[src/rtl/ex_muldiv_seq_if.sv]
// ---------------------------------------------------------------------------
// ex_muldiv_seq_if
//  Bundle between the EX stage and the multi-cycle multiply/divide sequencer.
//  master : pipeline side (drives requests, receives status and HI/LO)
//  slave  : sequencer side
//  Signals:
//   start        request; only sampled while the sequencer is idle
//   op           00 MULTU, 01 MULT, 10 DIVU, 11 DIV
//   opA / opB    multiplicand/dividend, multiplier/divisor
//   flush        kill the in-flight operation
//   busy         operation in flight (prep / iterate / sign fix)
//   stall_req    combinational hold request for IF/ID/EX
//   done         one-cycle completion pulse
//   div_by_zero  qualifies done: divide with a zero divisor
//   hi / lo      architectural HI/LO registers
// ---------------------------------------------------------------------------
interface ex_muldiv_seq_if #(
   parameter int WIDTH = 32
);
   logic             start;
   logic [1:0]       op;
   logic [WIDTH-1:0] opA;
   logic [WIDTH-1:0] opB;
   logic             flush;
   logic             busy;
   logic             stall_req;
   logic             done;
   logic             div_by_zero;
   logic [WIDTH-1:0] hi;
   logic [WIDTH-1:0] lo;

   modport master (
      output start, op, opA, opB, flush,
      input  busy, stall_req, done, div_by_zero, hi, lo
   );

   modport slave (
      input  start, op, opA, opB, flush,
      output busy, stall_req, done, div_by_zero, hi, lo
   );
endinterface

[src/rtl/ex_muldiv_seq.sv]
// ---------------------------------------------------------------------------
// ex_muldiv_seq
//  Multi-cycle multiply/divide sequencer sitting beside EX. Executes
//  MULT/MULTU/DIV/DIVU one bit per cycle (shift-add multiply, restoring
//  divide) and owns HI/LO, which change only when an operation completes.
//  Ports:
//   clk   rising-edge clock
//   rst   asynchronous, active-low reset
//   bus   ex_muldiv_seq_if.slave (request, flush, status, HI/LO)
//  Timing: accept edge -> PREP -> WIDTH x CALC -> FIX -> DONE, so done is
//  high WIDTH+2 edges after acceptance. A divide by zero skips CALC and
//  reaches DONE two edges after acceptance.
// ---------------------------------------------------------------------------
module ex_muldiv_seq #(
   parameter int WIDTH = 32
) (
   input  logic           clk,
   input  logic           rst,
   ex_muldiv_seq_if.slave bus
);
   localparam int CW = $clog2(WIDTH);

   localparam logic [2:0] S_IDLE = 3'd0;
   localparam logic [2:0] S_PREP = 3'd1;
   localparam logic [2:0] S_CALC = 3'd2;
   localparam logic [2:0] S_FIX  = 3'd3;
   localparam logic [2:0] S_DONE = 3'd4;

   logic [2:0]         state_reg, state_next;
   logic [CW-1:0]      count_reg;
   // Upper half: partial product / partial remainder.
   // Lower half: multiplier shifting out / dividend shifting out, quotient shifting in.
   logic [2*WIDTH-1:0] acc_reg, acc_next;
   logic [WIDTH-1:0]   dvsr_reg;      // multiplicand or divisor magnitude
   logic [1:0]         op_reg;
   logic               neg_q_reg;     // product / quotient must be negated
   logic               neg_r_reg;     // remainder takes the dividend's sign
   logic               dbz_flag_reg;  // current op is a divide by zero
   logic [WIDTH-1:0]   hi_reg, lo_reg;
   logic               dbz_reg;

   logic               accept;
   logic               is_div, is_signed;
   logic               a_neg, b_neg, div0;
   logic [WIDTH:0]     add_sum, rem_shift, rem_diff;
   logic [2*WIDTH-1:0] prod_fix;
   logic [WIDTH-1:0]   hi_res, lo_res;

   assign accept    = bus.start & (state_reg == S_IDLE) & ~bus.flush;
   assign is_div    = op_reg[1];
   assign is_signed = op_reg[0];

   // Sign inspection happens in PREP on the latched raw operands.
   assign a_neg = is_signed & acc_reg[WIDTH-1];
   assign b_neg = is_signed & dvsr_reg[WIDTH-1];
   assign div0  = is_div & (dvsr_reg == {WIDTH{1'b0}});

   // Multiply step: add multiplicand when the outgoing multiplier bit is set,
   // keep the carry as the new top bit and shift the whole pair right.
   assign add_sum = {1'b0, acc_reg[2*WIDTH-1:WIDTH]}
                  + (acc_reg[0] ? {1'b0, dvsr_reg} : {(WIDTH+1){1'b0}});

   // Divide step: bring the next dividend bit into the partial remainder and
   // trial-subtract. The partial remainder is always below the divisor, so the
   // shifted value fits in WIDTH+1 bits and bit WIDTH of the difference is the
   // borrow.
   assign rem_shift = {acc_reg[2*WIDTH-1:WIDTH], acc_reg[WIDTH-1]};
   assign rem_diff  = rem_shift - {1'b0, dvsr_reg};

   always_comb begin
      acc_next = acc_reg;
      if (is_div) begin
         if (!rem_diff[WIDTH])
            acc_next = {rem_diff[WIDTH-1:0], acc_reg[WIDTH-2:0], 1'b1};
         else
            acc_next = {rem_shift[WIDTH-1:0], acc_reg[WIDTH-2:0], 1'b0};
      end else begin
         acc_next = {add_sum, acc_reg[WIDTH-1:1]};
      end
   end

   // Sign correction and result selection, written into HI/LO on the FIX edge.
   assign prod_fix = neg_q_reg ? -acc_reg : acc_reg;

   always_comb begin
      hi_res = prod_fix[2*WIDTH-1:WIDTH];
      lo_res = prod_fix[WIDTH-1:0];
      if (dbz_flag_reg) begin
         // Lower half still holds the untouched dividend.
         hi_res = acc_reg[WIDTH-1:0];
         lo_res = {WIDTH{1'b1}};
      end else if (is_div) begin
         lo_res = neg_q_reg ? -acc_reg[WIDTH-1:0] : acc_reg[WIDTH-1:0];
         hi_res = neg_r_reg ? -acc_reg[2*WIDTH-1:WIDTH] : acc_reg[2*WIDTH-1:WIDTH];
      end
   end

   always_comb begin
      state_next = state_reg;
      if (bus.flush) begin
         state_next = S_IDLE;
      end else begin
         case (state_reg)
            S_IDLE: if (bus.start) state_next = S_PREP;
            // A zero divisor skips the iterations but still passes through FIX,
            // keeping the single HI/LO write point.
            S_PREP: state_next = div0 ? S_FIX : S_CALC;
            S_CALC: if (count_reg == CW'(WIDTH-1)) state_next = S_FIX;
            S_FIX:  state_next = S_DONE;
            S_DONE: state_next = S_IDLE;
            default: state_next = S_IDLE;
         endcase
      end
   end

   always_ff @(posedge clk or negedge rst) begin
      if (!rst) begin
         state_reg    <= S_IDLE;
         count_reg    <= '0;
         acc_reg      <= '0;
         dvsr_reg     <= '0;
         op_reg       <= '0;
         neg_q_reg    <= 1'b0;
         neg_r_reg    <= 1'b0;
         dbz_flag_reg <= 1'b0;
         hi_reg       <= '0;
         lo_reg       <= '0;
         dbz_reg      <= 1'b0;
      end else begin
         state_reg <= state_next;
         case (state_reg)
            S_IDLE: begin
               if (accept) begin
                  acc_reg  <= {{WIDTH{1'b0}}, bus.opA};
                  dvsr_reg <= bus.opB;
                  op_reg   <= bus.op;
               end
            end
            S_PREP: begin
               neg_q_reg    <= a_neg ^ b_neg;
               neg_r_reg    <= a_neg;
               dbz_flag_reg <= div0;
               count_reg    <= '0;
               if (!div0) begin
                  acc_reg[WIDTH-1:0] <= a_neg ? -acc_reg[WIDTH-1:0] : acc_reg[WIDTH-1:0];
                  dvsr_reg           <= b_neg ? -dvsr_reg : dvsr_reg;
               end
            end
            S_CALC: begin
               acc_reg   <= acc_next;
               count_reg <= count_reg + CW'(1);
            end
            S_FIX: begin
               // A flush in FIX kills the op before HI/LO are touched.
               if (!bus.flush) begin
                  hi_reg  <= hi_res;
                  lo_reg  <= lo_res;
                  dbz_reg <= dbz_flag_reg;
               end
            end
            default: ;
         endcase
      end
   end

   assign bus.busy        = (state_reg == S_PREP) | (state_reg == S_CALC) | (state_reg == S_FIX);
   assign bus.stall_req   = accept | bus.busy;
   assign bus.done        = (state_reg == S_DONE);
   assign bus.div_by_zero = dbz_reg;
   assign bus.hi          = hi_reg;
   assign bus.lo          = lo_reg;

endmodule

[src/flat_wrapper.sv]
// flat-port wrapper written by rule: the top's interface ports become plain ports
module ex_muldiv_seq_flat 
#(
   parameter int WIDTH = 32
)
  (clk, rst, bus_start, bus_op, bus_opA, bus_opB, bus_flush, bus_busy, bus_stall_req, bus_done, bus_div_by_zero, bus_hi, bus_lo);
  ex_muldiv_seq_if #(.WIDTH(WIDTH)) bus_i ();
  input  logic clk;
  input  logic rst;
  input wire logic [$bits(bus_i.start)-1:0] bus_start;
  input wire logic [$bits(bus_i.op)-1:0] bus_op;
  input wire logic [$bits(bus_i.opA)-1:0] bus_opA;
  input wire logic [$bits(bus_i.opB)-1:0] bus_opB;
  input wire logic [$bits(bus_i.flush)-1:0] bus_flush;
  output wire logic [$bits(bus_i.busy)-1:0] bus_busy;
  output wire logic [$bits(bus_i.stall_req)-1:0] bus_stall_req;
  output wire logic [$bits(bus_i.done)-1:0] bus_done;
  output wire logic [$bits(bus_i.div_by_zero)-1:0] bus_div_by_zero;
  output wire logic [$bits(bus_i.hi)-1:0] bus_hi;
  output wire logic [$bits(bus_i.lo)-1:0] bus_lo;
  assign bus_i.start = bus_start;
  assign bus_i.op = bus_op;
  assign bus_i.opA = bus_opA;
  assign bus_i.opB = bus_opB;
  assign bus_i.flush = bus_flush;
  assign bus_busy = bus_i.busy;
  assign bus_stall_req = bus_i.stall_req;
  assign bus_done = bus_i.done;
  assign bus_div_by_zero = bus_i.div_by_zero;
  assign bus_hi = bus_i.hi;
  assign bus_lo = bus_i.lo;
  ex_muldiv_seq #(.WIDTH(WIDTH)) u_core (.clk(clk), .rst(rst), .bus(bus_i));
endmodule
[config.mk]
export PLATFORM = sky130hd
export DESIGN_NAME = ex_muldiv_seq_flat
export DESIGN_NICKNAME = d
export VERILOG_FILES = /design/src/rtl/ex_muldiv_seq_if.sv /design/src/rtl/ex_muldiv_seq.sv /design/src/flat_wrapper.sv
export SDC_FILE = /design/constraint.sdc
export NUM_CORES = 1
export LEC_CHECK = 0
export ABC_AREA = 1
export BUFFER_PORTS_ARGS = -buffer_cell sky130_fd_sc_hd__buf_2
export CELL_PAD_IN_SITES_DETAIL_PLACEMENT = 1
export CELL_PAD_IN_SITES_GLOBAL_PLACEMENT = 2
export CORE_AREA = 8 8 225 227
export DETAILED_ROUTE_END_ITERATION = 16
export DIE_AREA = 0 0 233 235
export PLACE_DENSITY = 0.95
export SETUP_SLACK_MARGIN = 0.5
export SLEW_MARGIN = 5
export SYNTH_ARGS = -nofsm -noshare
export SYNTH_HDL_FRONTEND = slang
export SYNTH_SLANG_ARGS = --single-unit
[constraint.sdc]
create_clock -name clk -period 7.8 [get_ports clk]
set_input_delay 1.17 -clock clk [delete_from_list [all_inputs] [get_ports clk]]
set_output_delay 1.17 -clock clk [all_outputs]
set_load 0.02 [all_outputs]
---- Word level (Yosys, flattened, before mapping) ----
Cells that the tools add are included.
word-level totals
  flip-flop bits (word level) ............. 174
  bits of input ports ..................... 70
  output and inout port bits .............. 68
  word-level logic and storage cells ...... 77
cells by class
  add/sub/neg operators ................... 7
  equality and inequality tests ........... 11
  multiplexer cells ....................... 25
  bitwise operators ....................... 10
  reductions and logical operators ........ 12
operators with widths
  cell                   number
  $mux W32               12
  $mux W64               4
  $pmux W32 S2           2
  $neg A32 Y32           3
  $pmux W32 S3           1
  $neg A64 Y64           1
  $add A32 B33 Y33       1
  $sub A33 B32 Y33       1
  $logic_not A32 Y1      1
  $pmux W3 S4            1
  $pmux W5 S2            1
  $mux W3                3
  $reduce_and A2 Y1      4
  $reduce_and A4 Y1      2
  $eq A3 B2 Y1 const B   2
  $ne A2 B1 Y1 const B   3
  $reduce_bool A2 Y1     3
  $add A5 B1 Y5 const B  1
  $and A1 B1 Y1          5
  $eq A5 B5 Y1 const B   1
  $eq A3 B1 Y1 const B   1
  $eq A3 B3 Y1 const B   1
  $logic_not A3 Y1       1
  $ne A3 B2 Y1 const B   1
  7 further kinds        9

---- Depth between registers and ports, before layout ----
  depth after elaboration ................. 5
  mapped depth ............................ 21
  depth with buffers taken out ............ 19

---- Worst setup path before layout ----
OpenSTA, ideal clock, no wires.
  kind .................................... input -> output
  start ................................... in bus_flush
  end ..................................... out bus_stall_req
  data arrival time ....................... 1.613 ns
  data required time ...................... 6.630 ns
  setup slack ............................. 5.017 ns
  cell stages on the path ................. 3
  path buffers ............................ 0
  cells stage by stage .................... inv_1 > nand3_2 > o21ai_0
between the ends
  cells in the longest elaborated chain, start to end .. 3
ends and longest elaborated chain
  element               RTL line              text
  start, declared       flat_wrapper.sv:14    input wire logic [$bits(bus_i.flush)-1:0] bus_flush;
  $not A1 Y1 (no line)  --
  $and A1 B1 Y1         ex_muldiv_seq.sv:49   assign accept = bus.start & (state_reg == S_IDLE) & ~bus.flush;
  $or A1 B1 Y1          ex_muldiv_seq.sv:167  assign bus.stall_req = accept | bus.busy;
  end, declared         flat_wrapper.sv:16    output wire logic [$bits(bus_i.stall_req)-1:0] bus_stall_req;
No other way between the ends.

---- Worst setup path in the final report ----
  start ................................... reg u_core.acc_reg[31]
  end ..................................... reg u_core.acc_reg[42]
between the ends
  cells in the longest elaborated chain, start to end .. 4
ends and longest elaborated chain
  element                          RTL line              text
  start, declared                  ex_muldiv_seq.sv:33   logic [2*WIDTH-1:0] acc_reg, acc_next;
  start signal, assigned           ex_muldiv_seq.sv:134  acc_reg <= {{WIDTH{1'b0}}, bus.opA};
  start signal, assigned by index  ex_muldiv_seq.sv:145  acc_reg[WIDTH-1:0] <= a_neg ? -acc_reg[WIDTH-1:0] : acc_reg[WIDTH-1:0];
  start signal, assigned           ex_muldiv_seq.sv:150  acc_reg <= acc_next;
  $sub A33 B32 Y33                 ex_muldiv_seq.sv:68   assign rem_diff = rem_shift - {1'b0, dvsr_reg};
  $mux W64                         ex_muldiv_seq.sv:73   if (!rem_diff[WIDTH])
  $mux W64                         ex_muldiv_seq.sv:72   if (is_div) begin
  $pmux W32 S2                     ex_muldiv_seq.sv:131  case (state_reg)
No other way between the ends.
A chain may end at the register's enable or synchronous reset.

==> impl_metrics.py <==
metrics = {
    "status": {
        "status": "finished, final reports clean",
    },
    "floorplan": {
        "die_area_um2": 54800,
        "die_x_um": 233,
        "core_um2": 47100,
        "start_util_pct": 35.4,
        "die_height_um": 235,
        "row_count": 80,
        "ios": 138,
    },
    "route": {
        "wl_per_cell_um": 22.9,
        "vias_per_cell": 5.63,
        "num_vias": 19400,
        "drc": 0,
        "drtPass1Iterations": 5,
        "routed_wl_um": 79000,
        "drtAntennaViolNets": 0,
        "drt_iter0_drc": 1348,
    },
    "final_layout": {
        "fillerInstances": 6448,
        "utilization_pct": 39.2,
        "final_cells": 3449,
        "largest_reg_flops": 64,
        "seq_area_um2": 4360,
        "multi_input_area_um2": 10500,
        "antennaDiodeCount": 0,
        "design_area_um2": 18500,
        "drive_gt1_share_pct": 9.56,
        "syn_to_final_growth_pct": 10.8,
        "fin_nets": 2962,
    },
    "place": {
        "port_buffers": 137,
        "dp.cells": 3417,
        "pre_cts_slack_ns": 4.05,
        "dpl.hpwl_um": 62400,
        "place.gp.congestion": 0.987,
        "place_area_um2": 17800,
    },
    "power_and_ir_drop": {
        "leakagePower_nw": 9.53,
        "p_per_area_nw_per_um2": 476,
        "ir_drop_uv": 302,
    },
    "logic_synthesis": {
        "synth_compound_area_share_pct": 16.4,
        "syn_inst": 2742,
        "synth-simple-area-share_pct": 37.3,
        "synth_fp_nets": 2883,
        "ys_seq_elements": 174,
        "ys_seq_area_share_pct": 26.1,
        "yosys_most_used_dff": "dfrtp_1",
        "synthArstFlopShare_pct": 100,
        "synth_top_family_by_area": "simple AND/OR/NAND/NOR gates",
        "synth_adder_area_share_pct": 5.42,
        "yosysWarnings": 0,
        "syn_avg_cell_area_um2": 6.08,
        "yosysUniqueCellTypes": 56,
        "muxShareOfSynthArea_pct": 0.128,
        "synth_edf_count": 0,
        "syn_area_um2": 16700,
        "synth-xor-area-share_pct": 3.57,
    },
    "timing": {
        "fmax_mhz": 276,
        "setup_tns_ns": 0,
        "slew_headroom_pct": 21.3,
        "drv_slew": 0,
        "clock_skew_ns": 0.0179,
        "worst_slack_ns": 4.18,
        "final-hold-violation-count": 0,
        "finalCriticalPeriod_ns": 3.62,
        "setup_violations": 0,
        "finalCritPeriodShare_pct": 46.4,
        "worst_slew_pin_slew_ns": 1.18,
        "rsz0062_at_grt": "no",
    },
    "clocking": {
        "cts_inserted_buffers": 17,
        "clk-insertion-delay-late_ns": 0.48,
        "post_cts_buffers": 0,
        "cts.sinks": 174,
        "cts_resized": 0,
        "cts_tree": "yes",
        "root_buffer": "clkbuf_16",
        "cts_max_path_buffers": 2,
        "hold_buffers": 0,
        "clk_pin_slew_ns": 0.08,
        "htree_levels": 4,
    },
    "setup_path": {
        "crit_type": "reg2reg",
        "crit_fanout": 32,
        "cp.arrival_ns": 3.98,
        "start_kind": "flip-flop",
        "worst_path_largest_cell_delay_ns": 0.53,
        "cp_top_family": "simple AND/OR/NAND/NOR gates",
        "cp_slowest_cell": "dfrtp_1",
        "critPathBufInv": 2,
        "cp_cell_sequence": "clkinv_1 > ha_1 > fa_1 > inv_1 > nand2_1 > nand2_1 > nand3_1 > nand2_2 > nand2_2 > nand2_4 > nand2_2 > nand3_1 > nand2_2 > nor2_1 > nand2_1 > nand3b_1 > nand2_1",
        "worstPathRequired_ns": 8.16,
        "end_kind": "flip-flop",
    },
    "grt": {
        "grt_max_degree": 86,
        "grtUsageTotal_pct": 28.3,
        "antenna_found_initial": 1,
        "grt_pass1_vias": 19900,
        "grt_overflow_total": 0,
        "grt_pass1_wl_um": 120000,
    },
    "worst_hold_path": {
        "hold_path.class": "reg2reg",
    },
    "flow_run": {
        "maxCapViolations": 0,
    },
}
[synthesized netlist by cell type, types with 3 or more instances]
cell      count  area [um2]
nand3_1     244        1220
nand4_1      39         244
o211ai_1     21         158
xnor2_1      20         175
inv_2        24        90.1
nand3b_1     11        82.6
nand2_1     827        3100
buf_6         4        45.0
dfrtp_1     174        4350
nor4_1        9        56.3
a21oi_1     189         946
xor2_1       48         420
a21oi_2       3        26.3
o21ai_1      54         270
nor2_2       13        81.3
buf_1        17        63.8
or2_2         6        37.5
inv_1       346        1300
o22ai_1      15        93.8
buf_4         6        45.0
nand2_2      15        93.8
nor2_4        5        56.3
and2_1        3        18.8
buf_2        27         135
a22oi_1      30         225
ha_1         69         863
nor3_2        3        30.0
a21o_1        4        30.0
nor3_1       25         125
clkinv_1      4        15.0
nor2_1      250         938
clkbuf_1     37         139
o22a_1        7        61.3
nand3_2       4        40.0
o21bai_1      5        37.5
o21ai_0     159         796
[cells by family (layout without fill, tap and decap cells)]
kind of cell    after synthesis  count (layout)
flops                       174             174
simple gates               1462            1462
xor+xnor                     68              68
fa+ha+maj                    71              71
compound gates              498             498
buf+inv                     467             559
mux                           2               2
[metal layers]
metal | vias to the layer above | wire length (um) | global-route usage [%] | share of wire, %
met3 | 205 | 3800 | 4.06 | 4.8
met1 | 9544 | 31900 | 33.2 | 40
met5 | - | 0 | 0 | 0
met2 | 613 | 38100 | 48.3 | 48
li1 | 9051 | - | - | -
met4 | 0 | 5120 | 17.0 | 6.5
[path summary, 6_finish.rpt]
| path | startpoint | to | slack, ns | cells past startpoint |
|---|---|---|---|---|
| min reg2reg | u_core.count_reg[3] | u_core.count_reg[3] | 0.50 | 1 |
| max | u_core.acc_reg[31] | u_core.acc_reg[42] | 4.18 | 17 |
| max in group asynchronous | rst | u_core.acc_reg[53] | 5.17 | 3 |
| max reg2reg | u_core.acc_reg[31] | u_core.acc_reg[42] | 4.18 | 17 |
| min | u_core.count_reg[3] | u_core.count_reg[3] | 0.50 | 1 |
| min in group asynchronous | rst | u_core.bus.lo[11] | 0.71 | 1 |
[layout by cell type, fill, tap and decap left out, drive strengths merged]
| cell type | netlist | routed |
|---|---|---|
| a22o | 1 | 1 |
| bufinv | 0 | 3 |
| or2 | 8 | 8 |
| a31oi | 2 | 2 |
| and3 | 1 | 1 |
| o21ai | 215 | 215 |
| fa | 2 | 2 |
| ha | 69 | 69 |
| buf | 55 | 151 |
| mux2i | 1 | 1 |
| nor3b | 1 | 1 |
| nand3 | 249 | 249 |
| a31o | 1 | 1 |
| and2 | 3 | 3 |
| nand4 | 39 | 39 |
| clkinv | 4 | 5 |
| nand3b | 11 | 11 |
| nor3 | 29 | 29 |
| a22oi | 30 | 30 |
| a21oi | 192 | 192 |
| a21o | 4 | 4 |
| o211ai | 21 | 21 |
| o22ai | 15 | 15 |
| xor2 | 48 | 48 |
| o32ai | 1 | 1 |
| o31ai | 1 | 1 |
| nor4 | 9 | 9 |
| o21bai | 5 | 5 |
| o22a | 7 | 7 |
| nand2 | 844 | 844 |
| a21boi | 2 | 2 |
| dfrtp | 174 | 174 |
| a311oi | 1 | 1 |
| clkinvlp | 0 | 2 |
| mux2 | 1 | 1 |
| nor2 | 268 | 268 |
| inv | 371 | 378 |
| clkbuf | 37 | 20 |
| xnor2 | 20 | 20 |
[worst reg2reg max path, cell delays in order (launching register included)]
cell      delay (ns)
dfrtp_1         0.53
clkinv_1        0.33
ha_1            0.32
fa_1            0.42
inv_1           0.11
nand2_1         0.06
nand2_1         0.10
nand3_1         0.10
nand2_2         0.12
nand2_2         0.08
nand2_4         0.08
nand2_2         0.07
nand3_1         0.11
nand2_2         0.39
nor2_1          0.40
nand2_1         0.10
nand3b_1        0.11
nand2_1         0.06
[through the flow]
step | total power, mW | hold slack, ns
finish | 8.80 | 0.500
CTS | 8.74 | 0.501
global route | 9.46 | 0.528
global placement | 7.56 | 0.459
floorplan | 5.73 | 0.440
detailed placement | 7.73 | 0.491
[power by group]
group          switching [mW]  leakage, nW  internal (mW)
registers               0.653         2.22           1.29
logic                    4.17         7.00           1.70
clock network           0.447        0.310          0.535
total                    5.27         9.53           3.53
[cell type report]
class	count	area share (%)
sequential	174	23.6
inverter	375	7.64
tap	615	4.17
clock inverter	13	1.03
timing repair buffer	152	4.37
clock buffer	19	2.45
multi-input combinational	2101	56.7
Note: power is estimated with default switching activity, not from simulation.
